File: src/rtl/bch_bm_solver.sv
// Berlekamp-Massey error-locator solver for the GF(2^13) BCH decoder.
// Discrepancy inversion is delegated to an external start/done inverter.
module bch_bm_solver #(
    parameter int T = 4,
    parameter int M = 13
) (
    input  logic                 clk,
    input  logic                 rst,
    input  logic                 start,
    input  logic [2*T*M-1:0]     syn_in,
    output logic                 busy,
    output logic                 done,
    output logic [(T+1)*M-1:0]   lambda_out,
    output logic [3:0]           lambda_deg,
    output logic                 fail,
    output logic                 inv_start,
    output logic [M-1:0]         inv_a,
    input  logic [M-1:0]         inv_b,
    input  logic                 inv_done
);

    localparam logic [M-1:0] POLY = 13'h001B;

    typedef enum logic [2:0] {
        S_IDLE, S_DISC, S_CHK, S_INV, S_UPD, S_NEXT, S_FIN
    } state_t;

    function automatic logic [M-1:0] gf_mul(
        input logic [M-1:0] a,
        input logic [M-1:0] b
    );
        logic [M-1:0] p;
        logic [M-1:0] sh;
        p  = '0;
        sh = a;
        for (int k = 0; k < M; k++) begin
            if (b[k]) p = p ^ sh;
            sh = {sh[M-2:0], 1'b0} ^ (sh[M-1] ? POLY : '0);
        end
        return p;
    endfunction

    state_t         r_state;
    state_t         w_next;
    logic [M-1:0]   r_syn [0:2*T-1];
    logic [M-1:0]   r_lam [0:T];
    logic [M-1:0]   r_b   [0:T];
    logic [3:0]     r_l;
    logic [3:0]     r_r;
    logic [3:0]     r_idx;
    logic [M-1:0]   r_delta;
    logic [M-1:0]   r_dinv;
    logic [M-1:0]   r_bprev;
    logic           r_chg;
    logic [(T+1)*M-1:0] r_lam_out;
    logic [3:0]     r_deg;
    logic           r_fail;

    logic           w_last;
    logic           w_grow;
    logic [M-1:0]   w_lam_i;
    logic [M-1:0]   w_b_i;
    logic [M-1:0]   w_s;
    logic [M-1:0]   w_ma_a;
    logic [M-1:0]   w_ma_b;
    logic [M-1:0]   w_pa;
    logic [M-1:0]   w_pb;

    assign w_last = (r_idx == 4'(T));
    assign w_grow = ({r_l, 1'b0} <= ({1'b0, r_r} - 5'd1));

    // Select coefficient idx of Lambda/B and syndrome S_(r-idx), zero below S_1.
    always_comb begin
        w_lam_i = '0;
        w_b_i   = '0;
        w_s     = '0;
        for (int k = 0; k <= T; k++) begin
            if (r_idx == 4'(k)) begin
                w_lam_i = r_lam[k];
                w_b_i   = r_b[k];
            end
        end
        for (int k = 0; k < 2*T; k++) begin
            if ({1'b0, r_r} == ({1'b0, r_idx} + 5'(k + 1))) w_s = r_syn[k];
        end
    end

    // Two GF multipliers: A is shared by discrepancy MAC and Lambda update, B scales old Lambda into B.
    always_comb begin
        w_ma_a = (r_state == S_UPD) ? r_delta : w_lam_i;
        w_ma_b = (r_state == S_UPD) ? r_bprev : w_s;
        w_pa   = gf_mul(w_ma_a, w_ma_b);
        w_pb   = gf_mul(r_dinv, w_lam_i);
    end

    // Next-state and handshake outputs.
    always_comb begin
        w_next    = r_state;
        busy      = 1'b0;
        done      = 1'b0;
        inv_start = 1'b0;
        inv_a     = '0;
        unique case (r_state)
            S_IDLE: if (start) w_next = S_DISC;
            S_DISC: begin
                busy = 1'b1;
                if (w_last) w_next = S_CHK;
            end
            S_CHK: begin
                busy = 1'b1;
                if (r_delta == '0) begin
                    w_next = S_NEXT;
                end else if (w_grow) begin
                    inv_start = 1'b1;
                    inv_a     = r_delta;
                    w_next    = S_INV;
                end else begin
                    w_next = S_UPD;
                end
            end
            S_INV: begin
                busy  = 1'b1;
                inv_a = r_delta;
                if (inv_done) w_next = S_UPD;
            end
            S_UPD: begin
                busy = 1'b1;
                if (w_last) w_next = S_NEXT;
            end
            S_NEXT: begin
                busy   = 1'b1;
                w_next = (r_r == 4'(2*T)) ? S_FIN : S_DISC;
            end
            S_FIN: begin
                done   = 1'b1;
                w_next = S_IDLE;
            end
            default: w_next = S_IDLE;
        endcase
    end

    // State register.
    always_ff @(posedge clk) begin
        if (rst) r_state <= S_IDLE;
        else     r_state <= w_next;
    end

    // Datapath: syndrome capture, discrepancy MAC, coefficient updates, result latch.
    always_ff @(posedge clk) begin
        if (rst) begin
            for (int k = 0; k < 2*T; k++) r_syn[k] <= '0;
            for (int k = 0; k <= T; k++) begin
                r_lam[k] <= '0;
                r_b[k]   <= '0;
            end
            r_l       <= '0;
            r_r       <= '0;
            r_idx     <= '0;
            r_delta   <= '0;
            r_dinv    <= '0;
            r_bprev   <= '0;
            r_chg     <= 1'b0;
            r_lam_out <= '0;
            r_deg     <= '0;
            r_fail    <= 1'b0;
        end else begin
            unique case (r_state)
                S_IDLE: begin
                    if (start) begin
                        for (int k = 0; k < 2*T; k++) r_syn[k] <= syn_in[k*M +: M];
                        for (int k = 0; k <= T; k++) begin
                            r_lam[k] <= (k == 0) ? M'(1) : '0;
                            r_b[k]   <= (k == 0) ? M'(1) : '0;
                        end
                        r_l     <= '0;
                        r_r     <= 4'd1;
                        r_idx   <= '0;
                        r_delta <= '0;
                    end
                end
                S_DISC: begin
                    r_delta <= r_delta ^ w_pa;
                    r_idx   <= w_last ? '0 : r_idx + 4'd1;
                end
                S_CHK: begin
                    r_bprev <= '0;
                    r_chg   <= w_grow;
                    if (r_delta == '0) begin
                        r_b[0] <= '0;
                        for (int k = 1; k <= T; k++) r_b[k] <= r_b[k-1];
                    end
                end
                S_INV: begin
                    if (inv_done) r_dinv <= inv_b;
                end
                S_UPD: begin
                    for (int k = 0; k <= T; k++) begin
                        if (r_idx == 4'(k)) begin
                            r_lam[k] <= r_lam[k] ^ w_pa;
                            r_b[k]   <= r_chg ? w_pb : r_bprev;
                        end
                    end
                    r_bprev <= w_b_i;
                    r_idx   <= w_last ? '0 : r_idx + 4'd1;
                    if (w_last && r_chg) r_l <= r_r - r_l;
                end
                S_NEXT: begin
                    r_delta <= '0;
                    if (r_r == 4'(2*T)) begin
                        for (int k = 0; k <= T; k++) r_lam_out[k*M +: M] <= r_lam[k];
                        r_deg  <= r_l;
                        r_fail <= (r_l > 4'(T));
                    end else begin
                        r_r <= r_r + 4'd1;
                    end
                end
                S_FIN: ;
                default: ;
            endcase
        end
    end

    assign lambda_out = r_lam_out;
    assign lambda_deg = r_deg;
    assign fail       = r_fail;

endmodule

File: config.mk
export PLATFORM = sky130hd
export DESIGN_NAME = bch_bm_solver
export DESIGN_NICKNAME = d
export VERILOG_FILES = /design/src/rtl/bch_bm_solver.sv
export SDC_FILE = /design/constraint.sdc
export NUM_CORES = 1
export LEC_CHECK = 0
export CAP_MARGIN = 10
export CORE_MARGIN = 3
export CORE_UTILIZATION = 56
export DETAILED_ROUTE_END_ITERATION = 10
export PLACE_DENSITY_LB_ADDON = 0.05
export SYNTH_ARGS = -nofsm -noshare
export SYNTH_HDL_FRONTEND = slang
export SYNTH_SLANG_ARGS = --single-unit
File: constraint.sdc
create_clock -name clk -period 8 [get_ports clk]
set_clock_uncertainty 0.15 [all_clocks]
set_input_delay 2.4 -clock clk [delete_from_list [all_inputs] [get_ports clk]]
set_output_delay 2.4 -clock clk [all_outputs]
set_load 0.01 [all_outputs]
==> results.json <==
{
  "ys_async_sr_fraction_pct": 0,
  "crit_type": "flip-flop to output port",
  "yosys.area.top_type_share_pct": 30.5,
  "whs_path_depth": 2,
  "fin_crit_sh_pct": 85.5,
  "drtPass1Iterations": 6,
  "cts_sinks": 359,
  "crit_path_max_fanout": 12,
  "startpoint_type": "flip-flop",
  "period_needed_ps": 6840,
  "slew_viol_final": 0,
  "worstHoldStart": "lambda_out[25]$_SDFFE_PP0P_",
  "antenna_found_initial": 2,
  "drtIter0Drc": 2089,
  "vias": 19200,
  "max_cap_viol_count": 0,
  "htree_levels": 2,
  "tightest_slew_ps": 1240,
  "syn_inst": 2513,
  "worst-path-stages": 12,
  "die-area_um2": 43600,
  "relSlewSlack_pct": 16.1,
  "syn_nets": 2659,
  "syn_area_um2": 23000,
  "rsz0062_at_grt": "no",
  "numCtsBuffers": 39,
  "grt-ovfl-total": 0,
  "hpwl_mm": 51.9,
  "power_leakage_nw": 9.74,
  "root_buffer": "clkbuf_16",
  "min_path_type": "flip-flop to flip-flop",
  "cp.required_ps": 5450,
  "synth_seq_cells": 359,
  "reg2reg_depth": 14,
  "rows": 73,
  "routed_wl_mm": 73.6,
  "path_delay_family": "compound AO/OA/AOI/OAI gates",
  "ir_drop_mv": 0.557,
  "cp_cell_sequence": "inv_1, ha_1, xnor2_1, ha_1, a21o_1, a21oi_1, nor2b_1, o22ai_1, nand2_1, a21oi_1, and2_1, clkdlybuf4s50_1",
  "layout.nets": 2780,
  "yosys_warnings": 0,
  "vias_per_cell": 6.02,
  "r2r-end": "r_lam[0][54]$_SDFFCE_PN0P_",
  "final_antenna_net_count": 0,
  "die_x_um": 209,
  "power_mw": 13.9,
  "grt_start_max_net_pins": 81,
  "arrival_ps": 4290,
  "clk_latency_ps": 560,
  "cts_tree": "yes",
  "reg2reg_setup_slack_ps": 1750,
  "grt_pass1_wl_mm": 112,
  "wire_per_inst_um": 23.1,
  "finalSetupViolations": 0,
  "holdBufCountCts": 0,
  "fmax_mhz": 146,
  "syn_area_per_cell_um2": 9.17,
  "slowest_stage": "a21oi_1",
  "status": "complete, no violations",
  "drc_errors": 0,
  "initial_core_util_pct": 57.3,
  "fin_tns_setup_ps": 0,
  "track_usage_pct": 32.8,
  "hold_end": "lambda_out[25]$_SDFFE_PP0P_",
  "synth.distinct_cells": 98,
  "grt_pass1_vias": 18500,
  "postCtsSetupRepairBufs": 0,
  "synth_edf_count": 234,
  "synth.most_common_cell": "nand2_1",
  "ys_top_cells_by_count": "nand2_1, xnor2_1, nor2_1, edfxtp_1, a21oi_1",
  "core_area_um2": 40200,
  "gp_congestion": 0.958,
  "io-pin-count": 207,
  "crit_path_max_incr_delay_ps": 730,
  "clock_path_buffers": 3,
  "crit_buf_inv": 2,
  "portBuffers": 206,
  "r2r-start": "r_idx[0]$_SDFFE_PP0P_",
  "die_h_um": 209,
  "synthTopCellsByArea": "edfxtp_1, xnor2_1, dfxtp_1",
  "end_kind": "output port",
  "finalHoldViolCount": 0,
  "clk_transition_reported_paths_ps": 60,
  "synth_flop_cell": "edfxtp_1",
  "synth.yosys.seq_area_share_pct": 41.4,
  "cts_resized": 0,
  "drive_gt1_share_pct": 6.95,
  "power_density_nw_per_um2": 519,
  "yosys.area.top_type": "edfxtp_1",
  "area_growth_pct": 16.3
}
worst register-to-register path, delay by kind of cell (launching register included):
family,cells,cell delay (ps)
AND/OR/NAND/NOR,3,590
AO/OA/AOI/OAI,2,1450
adder cells (fa/ha/maj),1,530
XOR/XNOR,6,2230
flip-flops,1,630
buffers and inverters,2,390
how the worst max path moves through the flow:
stage,start,endpoint,slack [ps]
after global placement,r_r[1]$_SDFFE_PP0P_,inv_a[4],1930
after detailed placement,r_r[1]$_SDFFE_PP0P_,inv_a[4],1790
after floorplan,start,r_b[0][26]$_DFFE_PP_,1700
final,r_r[1]$_SDFFE_PP0P_,inv_a[4],1160
after CTS,r_r[1]$_SDFFE_PP0P_,inv_a[4],1180
after global routing,r_r[1]$_SDFFE_PP0P_,inv_a[4],960
routing by layer:
| layer | GRT usage [%] | vias to the layer above | routed length (um) |
|---|---|---|---|
| met5 | 0 | - | 27 |
| met4 | 13.8 | 4 | 3330 |
| met3 | 4.07 | 195 | 5850 |
| met2 | 54.4 | 914 | 34900 |
| met1 | 43.8 | 9287 | 29600 |
| li1 | - | 8795 | - |
registers in the layout (all words and copies together), names as in the netlist:
register,cells
lambda_out,65
r_syn,104
r_r,4
r_bprev,13
r_state,3
lambda_deg,4
r_lam,65
r_b,65
r_idx,4
r_chg,1
fail,1
r_dinv,13
r_l,4
r_delta,13
layout make-up:
type / count / area [um2]
antenna: 1 / 2.50
clock inverter: 15 / 205
fill: 3243 / 13400
timing repair buffer: 254 / 2420
clock buffer: 54 / 1190
sequential: 359 / 9530
tap: 525 / 657
inverter: 25 / 96.3
multi-input combinational: 1955 / 12700
placed cells by master, fill, tap and decap left out, types with 60 or more instances in the layout:
| cell type | n |
|---|---|
| clkdlybuf4s50_1 | 205 |
| nor2_1 | 293 |
| xor2_1 | 129 |
| dfxtp_1 | 125 |
| a21oi_1 | 155 |
| and2_1 | 96 |
| edfxtp_1 | 234 |
| xnor2_1 | 306 |
| a21o_1 | 60 |
| nand2_1 | 407 |
report_power, final:
part | switching, mW | internal (mW) | leakage (nW)
combinational | 5.78 | 3.48 | 5.52
sequential | 0.309 | 2.40 | 3.54
clock | 0.770 | 1.17 | 0.678
total | 6.86 | 7.06 | 9.74
stage by stage:
stage          util, %  hold slack, ps  std cells  area, um2  setup slack, ps
2_1_floorplan        -             294       2513      23000             1700
5_1_grt           66.7             327       3187      26800              962
4_1_cts           66.7             307       3187      26800             1180
3_5_place_dp      63.2             299       3118      25400             1790
6_report          66.7             303       3188      26800             1160
3_3_place_gp      63.2             294       3118      25400             1930
cell families (layout without fill, tap and decap cells):
| kind of cell | Yosys count | count (layout) | synth area share (%) |
|---|---|---|---|
| XOR/XNOR | 468 | 468 | 19.3 |
| flip-flops | 359 | 359 | 41.4 |
| AO/OA/AOI/OAI | 451 | 451 | 13.6 |
| adder cells (fa/ha/maj) | 25 | 25 | 1.39 |
| other | 0 | 1 | 0 |
| buffers and inverters | 199 | 348 | 3.76 |
| AND/OR/NAND/NOR | 978 | 978 | 19.1 |
| multiplexers | 33 | 33 | 1.53 |
Power figures use the tool's default switching activity.
